[src/rtl/cpu_pkg.sv]
// Shared pipeline-control definitions: hazard FSM state encoding and the
// default width of the hazard event counters.
package cpu_pkg;

   localparam int CNT_W_DEF = 16;

   // Encoding 2'd3 is unused; the FSM recovers from it to RUN.
   typedef enum logic [1:0] {
      RUN   = 2'd0,
      STALL = 2'd1,
      FLUSH = 2'd2
   } hzState_t;

endpackage

[src/rtl/hz_event_counter.sv]
// Free-running event counter: increments on inc, wraps silently at
// 2^CNT_W-1 -> 0, synchronous active-low clear has priority.
module hz_event_counter #(
   parameter int CNT_W = 16
) (
   input  logic             clk,
   input  logic             clrN,
   input  logic             inc,
   output logic [CNT_W-1:0] count
);

   // Count register: clear first, then enable-increment with natural wrap.
   always_ff @(posedge clk) begin
      // NOTE: sequential state uses non-blocking assignments so every flop
      // samples pre-edge values regardless of block ordering.
      if (!clrN) begin
         count <= '0;
      end else if (inc) begin
         count <= count + 1'b1;
      end
   end

endmodule

[src/rtl/hazard_flush_ctrl.sv]
// Pipeline hazard / flush controller: detects load-use hazards, sequences
// one-cycle stalls and control-flow flushes, and counts both event kinds.
module hazard_flush_ctrl
   import cpu_pkg::*;
#(
   parameter int CNT_W = CNT_W_DEF
) (
   input  logic             clk,
   input  logic             rst_n,
   input  logic [4:0]       IDRs,
   input  logic [4:0]       IDRt,
   input  logic             IDUsesRt,
   input  logic             EXMemRead,
   input  logic [4:0]       EXRt,
   input  logic             BranchTaken,
   input  logic             JumpID,
   output logic             PCWrite,
   output logic             IFIDWrite,
   output logic             IFIDFlush,
   output logic             IDEXFlush,
   output logic [1:0]       HzState,
   output logic [CNT_W-1:0] StallCount,
   output logic [CNT_W-1:0] FlushCount
);

   hzState_t state;
   hzState_t nextState;
   logic     loadUse;
   logic     stallInc;
   logic     flushInc;

   // Load in EX writes a register the ID instruction is about to read.
   always_comb begin
      loadUse = EXMemRead && (EXRt != 5'd0) &&
                ((EXRt == IDRs) || (IDUsesRt && (EXRt == IDRt)));
   end

   // State register; reset aborts any stall or flush in progress.
   always_ff @(posedge clk) begin
      if (!rst_n) begin
         state <= RUN;
      end else begin
         state <= nextState;
      end
   end

   // Next state, pipeline controls and counter enables; priority is
   // taken branch, then load-use, then jump.
   always_comb begin
      // NOTE: every output gets a default before any branch so no path
      // leaves a signal unassigned and no latch is inferred.
      nextState = RUN;
      PCWrite   = 1'b1;
      IFIDWrite = 1'b1;
      IFIDFlush = 1'b0;
      IDEXFlush = 1'b0;
      stallInc  = 1'b0;
      flushInc  = 1'b0;

      if (!rst_n) begin
         PCWrite   = 1'b0;
         IFIDWrite = 1'b0;
         IFIDFlush = 1'b1;
         IDEXFlush = 1'b1;
      end else begin
         unique case (state)
            RUN, STALL, FLUSH: begin
               if (BranchTaken) begin
                  IFIDFlush = 1'b1;
                  IDEXFlush = 1'b1;
                  flushInc  = 1'b1;
                  nextState = FLUSH;
               end else if (loadUse && (state == RUN)) begin
                  PCWrite   = 1'b0;
                  IFIDWrite = 1'b0;
                  IDEXFlush = 1'b1;
                  stallInc  = 1'b1;
                  nextState = STALL;
               end else if (JumpID && (state != FLUSH)) begin
                  IFIDFlush = 1'b1;
                  flushInc  = 1'b1;
               end
            end
            default: begin
               // Illegal encoding: pass values, back to RUN.
            end
         endcase
      end
   end

   assign HzState = state;

   hz_event_counter #(.CNT_W(CNT_W)) uStallCounter (
      .clk   (clk),
      .clrN  (rst_n),
      .inc   (stallInc),
      .count (StallCount)
   );

   hz_event_counter #(.CNT_W(CNT_W)) uFlushCounter (
      .clk   (clk),
      .clrN  (rst_n),
      .inc   (flushInc),
      .count (FlushCount)
   );

endmodule

[config.mk]
export PLATFORM = sky130hd
export DESIGN_NAME = hazard_flush_ctrl
export DESIGN_NICKNAME = d
export VERILOG_FILES = /design/src/rtl/cpu_pkg.sv /design/src/rtl/hz_event_counter.sv /design/src/rtl/hazard_flush_ctrl.sv
export SDC_FILE = /design/constraint.sdc
export NUM_CORES = 1
export LEC_CHECK = 0
export CAP_MARGIN = 20
export CORE_MARGIN = 2
export CORE_UTILIZATION = 41
export DETAILED_ROUTE_END_ITERATION = 8
export PLACE_DENSITY = 0.75
export SLEW_MARGIN = 20
export SYNTH_ARGS = -nofsm -noshare
export SYNTH_HDL_FRONTEND = slang
export SYNTH_SLANG_ARGS = --single-unit
[constraint.sdc]
create_clock -name clk -period 2.1 [get_ports clk]
set_clock_uncertainty 0.1 [all_clocks]
set_input_delay 0.21 -clock clk [delete_from_list [all_inputs] [get_ports clk]]
set_output_delay 0.21 -clock clk [all_outputs]
set_load 0.1 [all_outputs]
Word-level counts from Yosys, hierarchy flattened. Index checks and enable logic that the tools add are counted.

Logic and storage cells: 43. Bits in registers: 34. Bits of input ports: 21. Output and inout port bits: 38.

Multiplexer cells: 19. Reduce and logical (&&, ||, !) cells: 11. Bitwise operators: 2. Eq/ne operators: 5. Add/subtract/negate cells: 2.

Operator list (count): $add 16x1->16 const B (2); $mux 1 (18); $eq 5x5->1 (2); $reduce_or 3->1 (2); $logic_and 1x1->1 (5); $reduce_bool 5->1 (1); $eq 2x1->1 const B (1); $eq 2x2->1 const B (1); $logic_not 2->1 (1); $mux 2 (1); $ne 2x2->1 const B (1); $not 1->1 (2); $reduce_and 2->1 (1); $logic_or 1x1->1 (1).

Depth between registers and ports, before layout. Gate-level depths: netlist of the first run.

Word-level depth: 9. Mapped depth: 8.

Hierarchy. From an unflattened synthesis of the first run, not the netlist that was laid out.

Cells, all modules: 205. Area total of the unflattened synthesis: 1774.2 µm².

By module, submodules not included: hz_event_counter at uFlushCounter (cells an instance 83, instances 1, area an instance 744.5 µm²); hz_event_counter at uStallCounter (cells an instance 83, instances 1, area an instance 742.0 µm²); hazard_flush_ctrl (cells an instance 39, instances 1, area an instance 287.8 µm²).

Worst setup path before layout of the first run. No wires, ideal clock.

Kind: register to output. From: register state[1] (netlist: HzState[1]). To: output PCWrite. Arrival: 3.454 ns. Path slack: -1.664 ns. Cell stages (with the launch flop): 6. Cell sequence: dfxtp_1 > nor2_1 > o211ai_1 > nor2_1 > a21oi_1 > buf_4.

Longest elaborated chain between the ends: 6. Elaborated cells between the ends (all ways): 9. Classes of those cells: eq/ne (2); mux (4); reduce/logical (3).

Ends and longest elaborated chain: start: declaration (RTL line hazard_flush_ctrl.sv:26) `hzState_t state;`; start signal: assignment (RTL line hazard_flush_ctrl.sv:43) `state <= nextState;`; $logic_not 2->1; $logic_and 1x1->1 (RTL line hazard_flush_ctrl.sv:73) `end else if (loadUse && (state == RUN)) begin`; $mux 1 (2 in series); $mux 1 * (2 in series); end: declaration (RTL line hazard_flush_ctrl.sv:17) `output logic PCWrite,`.

Every way passes the cells marked *; elsewhere a longest branch is shown, timed or not.

Worst setup path in the final report of the first run.
From: input IDRs[3]. To: output IFIDFlush.

Longest elaborated chain between the ends: 8.

Ends and longest elaborated chain: start: declaration (RTL line hazard_flush_ctrl.sv:10) `input logic [4:0] IDRs,`; $eq 5x5->1 (RTL line hazard_flush_ctrl.sv:35) `((EXRt == IDRs) || (IDUsesRt && (EXRt == IDRt)));`; $logic_or 1x1->1 (RTL line hazard_flush_ctrl.sv:35); $logic_and 1x1->1 (RTL line hazard_flush_ctrl.sv:34) `loadUse = EXMemRead && (EXRt != 5'd0) &&`; $logic_and 1x1->1 (RTL line hazard_flush_ctrl.sv:73); $mux 1 (RTL line hazard_flush_ctrl.sv:73); $mux 1 (RTL line hazard_flush_ctrl.sv:68) `if (BranchTaken) begin`; $mux 1 (RTL line hazard_flush_ctrl.sv:66) `unique case (state)`; $mux 1 (RTL line hazard_flush_ctrl.sv:60) `if (!rst_n) begin`; end: declaration (RTL line hazard_flush_ctrl.sv:19) `output logic IFIDFlush,`.

No other way between the ends.

==> results by stage, run 1 <==
Outcome:
- The flow ran to the end, and the final reports show no timing, DRC or antenna violations.

STA:
- The final critical-path share of the clock period is 0.977.
- The worst path needs around 2100 ps of the cycle, external delays included.
- The worst hold slack after final layout is 384 ps.
- Derived from the worst setup path, the maximum achievable clock frequency is between 400 and 500 MHz.
- The number of max-slew violations in the final report is 0.
- The worst max-slew margin expressed relative to the limit is 0.800.
- The slew at the pin closest to its max-slew limit is 300 ps.
- Setup repair after global routing left no endpoint under its margin.
- The number of failing hold endpoints at the final stage is 0.
- Setup violations remaining at the end of the flow were counted as 0.

Clocking:
- Clock latency on the worst-skew pair, taken at its later pin, is ~290 ps.
- The number of levels in the clock H-tree is 2.
- Counting the buffers created by CTS gives 5.
- Clock-pin slew was measured on the worst setup and hold paths at roughly 70 ps.
- The quantity of hold-fixing buffers added after cts is 0.
- Clock tree synthesis found a total of 34 sinks.
- The clock root buffer is clkbuf_8.
- In this run the deepest clock path goes through 2 buffers.
- TritonCTS built the clock tree.

Floorplanning:
- The region available for standard cell placement spans about 4300 µm².
- Pin placement for this block handled slightly below 60 I/O pins.
- The die is approximately 71 µm tall.
- The initial utilization of the core area, before any placement, comes to 0.421.
- The row count is 24.
- The horizontal die dimension is between 70 and 80 µm.
- The floorplan die area is 4990 µm².

Synth:
- The synthesized design contains 0 enable-type register cells.
- By area the synthesized netlist is led by dfxtp_1 37%, xnor2_1 7.2%, mux2i_1 6.0%.
- Counting instances in the post-synthesis netlist gives the leading cell types as 34 x dfxtp_1, 29 x nand2_1, 22 x nor2_1.
- For this run, the leading register cell type out of synthesis is dfxtp_1.
- The number of different library cells used by synthesis comes to ~40.
- Synthesis handed over a netlist of between 200 and 250 instances.
- Each instance of the synthesized netlist takes up on average approximately 8.5 µm².
- The count of yosys warnings during synthesis is 0.
- After synthesis the netlist holds a flip-flop and latch count of 34.
- The fraction of synthesis flops using an asynchronous set or reset pin is 0.
- dfxtp_1 is the most common cell in the netlist.
- The fraction of post-synthesis cell area in the top cell type by area is 0.374.
- The sequential-to-total area share from yosys stat is 0.374.
- The synthesized cell area is 1820 µm².
- The largest total area in the synthesized netlist belongs to dfxtp_1.
- The number of nets handed over by synthesis was between 200 and 250.

Cells and area:
- The fraction of final layout cells with drive strength greater than 1 is 0.377.
- 0 antenna diodes ended up in the layout.
- The post-synthesis to final-layout area growth is 53.2%.
- The net count of the finished layout is roughly 330.

Critical path:
- STA classifies the critical path endpoint as a primary output.
- The critical path launch point is IDRs[3].
- The worst setup path is of the in -> out kind.
- Counting cells, the worst reg-to-reg path comes to 8.
- STA puts the critical path data required time at about 1800 ps.
- Data arrives at the worst endpoint at ~1700 ps.
- The critical path launch point type is a primary input.
- The biggest fanout along the worst timing path is 5.
- In this run the critical register-to-register path is launched from HzState[1].

Detailed routing:
- The number of design rule violations left after detail routing is 0.
- Summing over every cut layer, the via total after detailed routing is roughly 1,800.
- Summed over all layers, the routed wires come to approximately 4800 µm.
- The detailed-route vias per instance is roughly 5.1.
- For this block, the initial DRC count from the detailed router was a little under 70.
- In this run the remaining antenna-violating nets after routing total 0.
- For this run, the detailed router's first-pass iteration total came to 4.
- The wire length per cell is ~13 µm.

Power and ir drop:
- Of the total power, the share spent switching nets is 0.298.
- The switching component of the power is approximately 0.00043 W.
- Power spread over the standard cell area amounts to between 500 and 600 nW/µm².
- The share of total power dissipated in the clock network is 0.328.
- The internal power component is approximately 0.0010 W.
- The worst vdd rail ir drop is about 0.00028 V.
- The total power consumption of the routed design is approximately 0.0014 W.
- The combinational share of power is 0.214.
- The leakage power figure is roughly 1.3 nW.
- The relative contribution of sequential cells to total power is 0.458.

Placement:
- The final weighted congestion in routability-driven placement is roughly 0.80.
- The half-perimeter wire length of the detailed placement result is approximately 3600 µm.
- Input and output buffers added on the ports amount to a little under 60.

Hold path:
- The path category of the worst min-delay check is reg -> reg.
- The worst hold path startpoint is uStallCounter.count[15].
- The number of cells on the worst hold path is 2.

Flow run:
- The tool flagged a number of max-cap violations equal to 0.

Global routing:
- The number of antenna violations at the first check in global routing was 0.
- The total grt overflow is 0.
- The via count of the first global-routing pass is approximately 1,600.
- The global-route usage over all layers is 0.186.
- Entering global routing, the biggest net connects 17 pins.
- The first global-routing pass estimated about 7400 µm of wire.
worst paths after layout:
kind | endpoint | slack (ps)
min | uStallCounter.count[15] | 380
max reg2reg | uStallCounter.count[3] | 190
min reg2reg | uStallCounter.count[15] | 380
max | IFIDFlush | 50
critical path: stages:
cell and delay [ps]:
clkdlybuf4s50_1 480, xnor2_1 130, nand2_1 100, o22a_2 270
o21ai_4 190, buf_6 150, nand2_4 60, buf_12 160
power by group through the flow:
stage	registers [W]	clock network, W	logic (W)
floorplan	0.000733	0	0.000121
global placement	0.000675	0	0.000298
detailed placement	0.000676	0	0.000299
CTS	0.000661	0.000481	0.000304
global route	0.000662	0.000502	0.000326
finish	0.000661	0.000473	0.000308
layout make-up:
cell class | instances | area (µm²)
well taps | 52 | 65.1
clock buffers | 7 | 76.3
multi-input cells | 171 | 1130
fillers | 389 | 1540
repair buffers | 90 | 785
inverters | 2 | 7.51
flip-flops and latches | 34 | 722
clock inverters | 1 | 7.51
cell families (layout without fill, tap and decap cells):
family	after synthesis	count (layout)	share of synthesized area
muxes	11	11	0.0605
buffers and inverters	10	100	0.0302
xor gates and xnor gates	24	24	0.115
DFF	34	34	0.374
adders and majority gates	2	2	0.0137
and+or+nand+nor	111	111	0.314
AOI/OAI and AO/OA	23	23	0.0921
per-layer routing:
metal / GRT usage / wire (µm) / vias to the layer above
li1: - / - / 925
met1: 0.246 / 2210 / 834
met2: 0.300 / 2200 / 55
met3: 0.0456 / 292 / 6
met4: 0.0629 / 62 / 0
met5: 0 / 0 / -
state kept, by name, summed over array words and instances (netlist names):
register and flops:
uFlushCounter.count 16, HzState 2, uStallCounter.count 16
layout by cell type, fill, tap and decap left out, types with 2 or more instances in the layout:
cell type,netlist,layout
nand2_1,29,28
and3_1,6,6
xor2_1,9,9
dfxtp_2,0,21
o21bai_1,3,3
nand2b_1,9,9
clkdlybuf4s50_1,0,8
xnor2_1,15,14
nor2_1,22,21
nand4_1,8,8
nor4_1,2,2
and2_1,5,5
clkbuf_1,4,2
clkbuf_2,0,2
dfxtp_4,0,4
or4_1,3,3
ha_1,2,2
nand3_1,15,14
a21oi_1,7,6
dfxtp_1,34,9
nor3b_1,2,2
inv_1,2,2
dlymetal6s2s_1,0,7
o31ai_1,3,3
clkbuf_8,0,5
buf_4,1,65
nor3_1,3,3
dlygate4sd2_1,0,2
o21ai_0,2,2
buf_12,0,4
mux2i_1,11,11
metrics by stage:
stage / worst slack, ps / setup TNS [ps] / area [µm²] / util / instances
floorplan: -152 / -152 / 1900 / - / 215
global placement: -300 / -5940 / 2650 / 0.612 / 345
detailed placement: -313 / -6440 / 2650 / 0.612 / 345
CTS: 7.48 / 0 / 2750 / 0.637 / 355
global route: 9.35 / 0 / 2790 / 0.645 / 357
finish: 48.0 / 0 / 2790 / 0.645 / 357
what timing repair did:
| item | CTS | global route |
|---|---|---|
| pin swaps | 6 | 13 |
| endpoints found under the setup margin | 7 | 5 |
| resized for setup | 9 | 12 |
| setup buffers | 2 | 2 |
(Power assumes the default switching activity.)
==> run 2, diff against run 1 <==
- PLACE_DENSITY: 0.75 -> 0.76
- SYNTH_HIERARCHICAL: unset -> 1
==> results by stage, run 2 <==
Clocking:
- The number of levels in the clock H-tree came to 2 (unchanged).
- The total number of clock tree sinks is 34 (unchanged).
- The clock root buffer is clkbuf_8 (unchanged).
- The clock latency at the later pin of the worst-skew pair is 280 ps (was 290 ps).
- The number of buffers on the longest clock path came to 2 (unchanged).
- The clock tree from TritonCTS is yes (unchanged).
- The clock slew seen by the registers of the worst setup and hold paths is 70 ps (about the same).
- The total CTS buffers came to 5 (unchanged).

Cells and area:
- The final net count came to 313 (was 327).
- The fraction of final layout cells with drive strength greater than 1 is 0.431 (was 0.377).
- The area of all placed cells without fillers was 2880 µm² (was 2790 µm²).
- The post-synthesis to final-layout area growth is 62.2% (was 53.2%).
- The leading cell type in the layout, fill and taps excluded is buf_4 (unchanged).
- The filler cell count is 323 (was 389).
- Commonest cells after routing, fill and taps aside: 57 x buf_4, 23 x nor2_1, 22 x nand2_1 (was 65 x buf_4, 28 x nand2_1, 21 x dfxtp_2, 21 x nor2_1).
- The post-layout utilization of the core is 0.704 (was 0.645).
- The number of antenna cells inserted was 0 (unchanged).

Synth:
- The flip-flop and latch count after synthesis is 34 (unchanged).
- The synthesized instance count was 205 (was 215).
- The most used flip-flop cell after synthesis is dfxtp_1 (unchanged).
- The number of enable-type register cells in the synthesized netlist is 0 (unchanged).
- The fraction of post-synthesis cell area in the top cell type by area is 0.384 (was 0.374).
- The sequential-to-total area share from yosys stat is 0.384 (was 0.374).
- Top cells by count, synth: 34 x dfxtp_1, 24 x nor2_1, 23 x nand2_1 (was 34 x dfxtp_1, 29 x nand2_1, 22 x nor2_1).
- The cell taking the most area after synthesis is dfxtp_1 (unchanged).
- The synthesized cell area is 1770 µm² (was 1820 µm²).
- The count of yosys warnings during synthesis was 6 (was 0).
- The fraction of synthesis flops using an asynchronous set or reset pin came to 0 (unchanged).
- The post-synth net total is 228 (was 238).
- Biggest area contributors in the synthesized netlist: dfxtp_1 38%, xnor2_1 10%, nor2_1 5.1% (was dfxtp_1 37%, xnor2_1 7.2%, mux2i_1 6.0%).
- The number of distinct library cells after synthesis is 40 (was 41).
- The mean instance size in the synthesized netlist is 8.65 µm² (was 8.47 µm²).
- The most frequent cell after synthesis is dfxtp_1 (unchanged).

Critical path:
- The critical register-to-register path startpoint is HzState[0] (was HzState[1]).
- The cell family with the largest share of critical-path delay is simple AND/OR/NAND/NOR gates (was buffers and inverters).
- The critical path's largest stage delay is 380 ps (was 480 ps).
- The required arrival time at the worst endpoint is 2220 ps (was 1790 ps).
- The endpoint class of the critical path is a register (was primary output).
- The most frequent cell on the critical path is nor4_4.
- The critical path launch point type is a primary input (unchanged).
- The combined buffer and inverter count along the critical path came to 1 (was 3).
- The path depth of the worst reg2reg path came to 8 (unchanged).
- The kind of critical path was in -> reg (was in -> out).
- The setup slack of the most critical reg-to-reg path is -10 ps (was 190 ps).
- Worst-path cell chain: clkdlybuf4s15_1, nor4_4, a21bo_4, nor2_2, a21oi_4, nand4_4, nor4_4, or3b_1, a21oi_1 (was clkdlybuf4s50_1, xnor2_1, nand2_1, o22a_2, o21ai_4, buf_6, nand2_4, buf_12).
- The critical path launch point is EXRt[3] (was IDRs[3]).
- The reg-to-reg critical path endpoint is uStallCounter/count[8] (was uStallCounter.count[3]).
- The biggest fanout along the worst timing path was 4 (was 5).
- The critical-path cell with the highest stage delay is nor4_4 (was clkdlybuf4s50_1).
- The signal arrival time at the worst endpoint is 2260 ps (was 1740 ps).

Hold path:
- The worst hold path startpoint is uStallCounter/count[15] (was uStallCounter.count[15]).
- The worst hold endpoint is uStallCounter/count[15] (was uStallCounter.count[15]).
- The number of cells on the worst hold path came to 2 (unchanged).
- The path category of the worst min-delay check is reg -> reg (unchanged).

Global routing:
- The via count of the first global-routing pass came to 1,621 (was 1,641).
- The total grt overflow came to 0 (unchanged).
- The global-route usage over all layers was 0.183 (was 0.186).
- The wire length of the first global-routing pass is 7270 µm (was 7450 µm).
- The number of antenna violations at the first check in global routing is 0 (unchanged).
- The largest net degree at the start of global routing is 15 (was 17).

Floorplanning:
- The chip height is 69.8 µm (was 70.6 µm).
- The horizontal die dimension is 69.8 µm (was 70.6 µm).
- The number of top-level pins is 59 (unchanged).
- The core outline area is 4090 µm² (was 4320 µm²).
- The initial core utilization is 0.434 (was 0.421).
- The floorplan die area is 4870 µm² (was 4990 µm²).
- The row count is 23 (was 24).

STA:
- The final critical-path setup slack is -44.9 ps (was 48.0 ps).
- RSZ-0062 raised after global routing: true (was false).
- The number of failing hold endpoints at the final stage is 0 (unchanged).
- The final count of negative-setup-slack endpoints is 3 (was 0).
- The worst max-slew margin expressed relative to the limit is 0.703 (was 0.800).
- The time the final worst path needs with I/O delays and setup was 2140 ps (was 2050 ps).
- The final critical-path share of the clock period came to 1.02 (was 0.977).
- The slew at the pin closest to its max-slew limit is 445 ps (was 300 ps).
- The peak clock frequency supported by timing was 466 MHz (was 487 MHz).
- The number of max-slew violations in the final report is 0 (unchanged).
- The worst hold slack after final layout is 383 ps (was 384 ps).

Placement:
- The half-perimeter wire length of the detailed placement result is 3240 µm (was 3570 µm).
- The cell area after placement is 2580 µm² (was 2650 µm²).
- The quantity of I/O buffers inserted on ports is 58 (unchanged).
- The final weighted congestion in routability-driven placement is 0.867 (was 0.799).

Detailed routing:
- The number of design rule violations left after detail routing came to 0 (unchanged).
- The wire length per cell is 13.6 µm (was 13.3 µm).
- The detailed-routing iteration count for the pre-antenna-repair pass is 4 (unchanged).
- The total number of vias was 1,743 (was 1,820).
- The remaining antenna violation count is 0 (unchanged).
- The first-iteration detailed-routing DRC count was 70 (was 69).
- The detailed-route vias per instance is 5.13 (was 5.10).
- The aggregate routed wire length is 4620 µm (was 4760 µm).

Power and ir drop:
- The power density relative to cell area is 510 nW/µm² (was 517 nW/µm²).
- The total power consumption of the routed design is 0.00147 W (was 0.00144 W).
- The worst vdd rail ir drop is 0.000385 V (was 0.000283 V).
- The leakage power figure is 1.23 nW (was 1.25 nW).

Flow run:
- The number of max-capacitance violations reported came to 0 (unchanged).

Outcome:
- The final reports fail on setup timing.
- Result of the run: finished with violations (was finished, final reports clean).
-- run 2: changes by cell type in the layout (fill, tap and decap cells not counted), moves of 7 or more --
cell and delta:
xnor2_1 +7, inv_1 +8, buf_4 -8, nand3_1 -8
-- run 2: through the flow --
stage | setup TNS, ps | setup WS [ps] | cells
4_1_cts | 0 | 7.26 | 335
6_report | -64.9 | -44.9 | 340
2_1_floorplan | -265 | -103 | 205
5_1_grt | -806 | -162 | 340
3_3_place_gp | -8780 | -474 | 326
3_5_place_dp | -9250 | -483 | 326
-- run 2: kinds of logic (layout without fill, tap and decap cells) --
group | Yosys count | in the layout | synth area share
simple gates | 96 | 96 | 0.310
flops | 34 | 34 | 0.384
xor+xnor | 29 | 29 | 0.143
compound gates | 23 | 23 | 0.0811
buf+inv | 15 | 100 | 0.0339
mux | 6 | 6 | 0.0339
fa+ha+maj | 2 | 2 | 0.0141
-- run 2: power breakdown --
part / switching [W] / internal [W]
clock network: 0.000236 / 0.000332
registers: 0.00000810 / 0.000648
logic: 0.000142 / 0.000101
total: 0.000386 / 0.00108
-- run 2: layout make-up --
class / count / area (µm²) / area share
tap: 50 / 62.6 / 0.0217
inverter: 10 / 37.5 / 0.0130
sequential: 34 / 714 / 0.248
multi-input combinational: 156 / 1200 / 0.416
timing repair buffer: 83 / 759 / 0.264
clock buffer: 7 / 108 / 0.0374
-- run 2: worst max-delay path by stage --
stage,end,slack (ps),depth (start not counted)
2_1_floorplan,PCWrite,-100,5
3_3_place_gp,uStallCounter/count[14],-470,11
3_5_place_dp,uStallCounter/count[14],-480,11
4_1_cts,uStallCounter/count[7],7,9
5_1_grt,uFlushCounter/count[13],-160,9
6_report,uFlushCounter/count[13],-40,9
-- run 2: metal layers --
metal	share of wire	GRT usage	up-vias
met5	0	0	-
met4	0.018	0.0662	0
met3	0.045	0.0538	10
met2	0.50	0.316	37
met1	0.44	0.213	817
li1	-	-	879
-- run 2: worst reg2reg max path: cells and delay by family, from the launching register on --
family	cells	cell delay (ps)
simple gates	5	1030
compound gates	2	390
flops	1	370
buf+inv	1	150
-- run 2: repair_timing --
action / 4_1_cts / 5_1_grt
gates resized for setup: 9 / 29
buffers inserted: 2 / 5
hold buffers: 0 / 0
endpoints found under the setup margin: 20 / 20
cloned: 0 / 0
pin swaps: 4 / 26
==> run 3, diff against run 2 <==
- ABC_AREA: unset -> 1
- ABC_CLOCK_PERIOD_IN_PS: unset -> 2100
- CORE_UTILIZATION: 41 -> 43
- PLACE_DENSITY: 0.76 -> 0.77
==> results by stage, run 3 <==
Hold path:
- The number of cells on the worst hold path came to 2 (unchanged).
- The worst hold endpoint is uFlushCounter/count[8] (was uStallCounter/count[15]).
- The worst hold path startpoint is uFlushCounter/count[8] (was uStallCounter/count[15]).
- The path category of the worst min-delay check is reg -> reg (unchanged).

Critical path:
- The biggest fanout along the worst timing path is 4 (unchanged).
- The kind of critical path was in -> out (was in -> reg).
- The setup slack of the most critical reg-to-reg path came to 340 ps (was -10 ps).
- The required arrival time at the worst endpoint is 1790 ps (was 2220 ps).
- The critical-path cell with the highest stage delay is clkdlybuf4s50_1 (was nor4_4).
- Worst-path cell chain: clkdlybuf4s50_1, inv_1, nand2_1, nand2_1, nor2_2, nand3_1, nand2_2, nand3_4, nand2_2, clkinvlp_4, buf_12 (was clkdlybuf4s15_1, nor4_4, a21bo_4, nor2_2, a21oi_4, nand4_4, nor4_4, or3b_1, a21oi_1).
- The signal arrival time at the worst endpoint is 1660 ps (was 2260 ps).
- The critical path launch point type is a primary input (unchanged).
- The endpoint class of the critical path is a primary output (was register).
- The depth of the critical timing path with buffers and inverters included was 11 (was 9).
- The critical path's largest stage delay is 470 ps (was 380 ps).
- The combined buffer and inverter count along the critical path is 4 (was 1).
- The path depth of the worst reg2reg path is 14 (was 8).
- The critical register-to-register path startpoint is HzState[0] (unchanged).
- The reg-to-reg critical path endpoint is uFlushCounter/count[13] (was uStallCounter/count[8]).
- The cell family with the largest share of critical-path delay is buffers and inverters (was simple AND/OR/NAND/NOR gates).

STA:
- The slew at the pin closest to its max-slew limit is 280 ps (was 445 ps).
- The final count of negative-setup-slack endpoints is 0 (was 3).
- The peak clock frequency supported by timing is 508 MHz (was 466 MHz).
- The time the final worst path needs with I/O delays and setup is 1970 ps (was 2140 ps).
- The worst max-slew margin expressed relative to the limit is 0.813 (was 0.703).
- The number of max-slew violations in the final report was 0 (unchanged).
- The final total negative setup slack is 0 ps (was -64.9 ps).
- The number of failing hold endpoints at the final stage came to 0 (unchanged).
- The final critical-path share of the clock period is 0.937 (was 1.02).

Cells and area:
- The number of antenna cells inserted came to 0 (unchanged).
- The post-synthesis to final-layout area growth is 39.9% (was 62.2%).
- The final net count came to 410 (was 313).
- The fraction of final layout cells with drive strength greater than 1 is 0.258 (was 0.431).
- The area of all placed cells without fillers is 2810 µm² (was 2880 µm²).
- The filler cell count is 389 (was 323).
- The leading cell type in the layout, fill and taps excluded is nand2_1 (was buf_4).
- The count of placed standard cells in the final layout, fillers left out was 440 (was 340).
- Commonest cells after routing, fill and taps aside: 77 x nand2_1, 46 x inv_1, 46 x nor2_1 (was 57 x buf_4, 23 x nor2_1, 22 x nand2_1).

Clocking:
- The clock tree from TritonCTS was yes (unchanged).
- The clock slew seen by the registers of the worst setup and hold paths came to 60 ps (was 70 ps).
- The total CTS buffers is 5 (unchanged).
- The clock latency at the later pin of the worst-skew pair is 290 ps (was 280 ps).
- The number of levels in the clock H-tree is 2 (unchanged).
- The total number of clock tree sinks is 34 (unchanged).
- The clock root buffer was clkbuf_8 (unchanged).
- The number of buffers on the longest clock path is 2 (unchanged).

Floorplanning:
- The core outline area is 4410 µm² (was 4090 µm²).
- The chip height is 72.3 µm (was 69.8 µm).
- The row count was 24 (was 23).
- The horizontal die dimension came to 72.3 µm (was 69.8 µm).
- The initial core utilization is 0.454 (was 0.434).
- The floorplan die area is 5230 µm² (was 4870 µm²).
- The number of top-level pins is 59 (unchanged).

Synth:
- The post-synth net total is 338 (was 228).
- The mean instance size in the synthesized netlist was 6.37 µm² (was 8.65 µm²).
- The most used flip-flop cell after synthesis is dfxtp_1 (unchanged).
- Biggest area contributors in the synthesized netlist: dfxtp_1 34%, nand2_1 15%, nor2_1 9.4% (was dfxtp_1 38%, xnor2_1 10%, nor2_1 5.1%).
- The fraction of post-synthesis cell area in the top cell type by area is 0.339 (was 0.384).
- The count of yosys warnings during synthesis is 6 (unchanged).
- Top cells by count, synth: 81 x nand2_1, 50 x nor2_1, 47 x inv_1 (was 34 x dfxtp_1, 24 x nor2_1, 23 x nand2_1).
- The cell taking the most area after synthesis is dfxtp_1 (unchanged).
- The fraction of synthesis flops using an asynchronous set or reset pin is 0 (unchanged).
- The sequential-to-total area share from yosys stat is 0.339 (was 0.384).
- The number of enable-type register cells in the synthesized netlist is 0 (unchanged).
- The synthesized cell area was 2010 µm² (was 1770 µm²).
- The synthesized instance count is 315 (was 205).
- The most frequent cell after synthesis is nand2_1 (was dfxtp_1).
- The flip-flop and latch count after synthesis is 34 (unchanged).
- The number of distinct library cells after synthesis is 30 (was 40).

Detailed routing:
- The remaining antenna violation count is 0 (unchanged).
- The total number of vias came to 2,152 (was 1,743).
- The detailed-route vias per instance came to 4.89 (was 5.13).
- The wire length per cell is 11.2 µm (was 13.6 µm).
- The number of design rule violations left after detail routing is 0 (unchanged).
- The aggregate routed wire length is 4920 µm (was 4620 µm).
- The first-iteration detailed-routing DRC count was 112 (was 70).
- The detailed-routing iteration count for the pre-antenna-repair pass is 6 (was 4).

Global routing:
- The largest net degree at the start of global routing came to 28 (was 15).
- The via count of the first global-routing pass was 1,977 (was 1,621).
- The number of antenna violations at the first check in global routing is 0 (unchanged).
- The global-route usage over all layers was 0.198 (was 0.183).
- The wire length of the first global-routing pass is 8290 µm (was 7270 µm).
- The total grt overflow is 0 (unchanged).

Placement:
- The total instance count after detailed placement is 429 (was 326).
- The cell area after placement came to 2650 µm² (was 2580 µm²).
- The final weighted congestion in routability-driven placement was 0.898 (was 0.867).
- The quantity of I/O buffers inserted on ports is 58 (unchanged).
- The half-perimeter wire length of the detailed placement result is 3710 µm (was 3240 µm).

Power and ir drop:
- The worst vdd rail ir drop is 0.000368 V (was 0.000385 V).
- The total power consumption of the routed design is 0.00136 W (was 0.00147 W).
- The leakage power figure was 1.37 nW (was 1.23 nW).
- The relative contribution of sequential cells to total power was 0.481 (was 0.447).
- The switching part of the total is 0.283 (was 0.263).
- The share of total power in the clock network is 0.341 (was 0.387).
- The power density relative to cell area is 486 nW/µm² (was 510 nW/µm²).
- The switching component of the power is 0.000386 W (about the same).
- The combinational share of power is 0.179 (was 0.166).
- The internal power component is 0.000976 W (was 0.00108 W).

Outcome:
- Result of the run: finished, final reports clean (was finished with violations).

Flow run:
- The number of max-capacitance violations reported is 0 (unchanged).
## run 3: per-layer routing
metal | up-vias | share of wire | wire length, µm | track usage
met2 | 47 | 0.47 | 2320 | 0.338
li1 | 1114 | - | - | -
met3 | 10 | 0.046 | 225 | 0.0417
met4 | 0 | 0.014 | 68 | 0.0734
met5 | - | 0 | 0 | 0
met1 | 981 | 0.47 | 2300 | 0.244
## run 3: how the worst max path moves through the flow
| stage | start | endpoint | slack [ps] |
|---|---|---|---|
| floorplan | uFlushCounter/count[1] | uFlushCounter/count[12] | 40 |
| global placement | EXRt[3] | uStallCounter/count[15] | -200 |
| detailed placement | EXRt[3] | uStallCounter/count[15] | -230 |
| CTS | EXRt[3] | PCWrite | 20 |
| global route | IDRs[0] | uStallCounter/count[5] | -20 |
| finish | IDRs[0] | IFIDWrite | 130 |
## run 3: worst reg2reg max path: stages (launching register included)
cell and delay, ps:
dfxtp_4 350, nor2_1 40, nand3_1 70, inv_1 70
nand3_4 110, nand2_2 60, nor2_2 120, buf_6 130
nand2_2 70, nor2_4 150, nand2_2 80, nor2_2 120
nand3_1 70, nand2_1 70, nor2_1 30
## run 3: logic make-up (layout without fill, tap and decap cells)
kind of cell             Yosys count  after routing  share of synthesized area
AND/OR/NAND/NOR                  188            188                      0.442
buffers and inverters             57            130                      0.113
flip-flops                        34             34                      0.339
AO/OA/AOI/OAI                     32             32                     0.0848
adder cells (fa/ha/maj)            2              2                     0.0125
XOR/XNOR                           2              2                    0.00874
## run 3: final cells by class
class / instances / area [µm²] / share of cell area
Multi-Input combinational cell: 224 / 1130 / 0.402
Sequential cell: 34 / 688 / 0.245
Timing Repair Buffer: 70 / 644 / 0.230
Inverter: 52 / 199 / 0.0709
Clock buffer: 8 / 80.1 / 0.0285
Tap cell: 52 / 65.1 / 0.0232
## run 3: power by group through the flow
stage | Clock [W] | Sequential, W | Combinational (W)
after global routing | 0.000504 | 0.000655 | 0.000259
after global placement | 0 | 0.000669 | 0.000233
after floorplan | 0 | 0.000706 | 0.000107
final | 0.000464 | 0.000655 | 0.000243
after detailed placement | 0 | 0.000669 | 0.000237
after CTS | 0.000474 | 0.000655 | 0.000238
## run 3: timing repair
action,in CTS,in global routing
endpoints found under the setup margin,0,25
hold buffers,0,0
setup buffers,0,3
gates resized for setup,0,17
## run 3: metrics by stage
step | hold WS [ps] | setup slack (ps) | util
after global routing | 421 | -16.3 | 0.635
after CTS | 388 | 16.0 | 0.619
final | 394 | 132 | 0.635
after detailed placement | 381 | -230 | 0.601
after floorplan | 248 | 35.7 | -
after global placement | 371 | -199 | 0.601
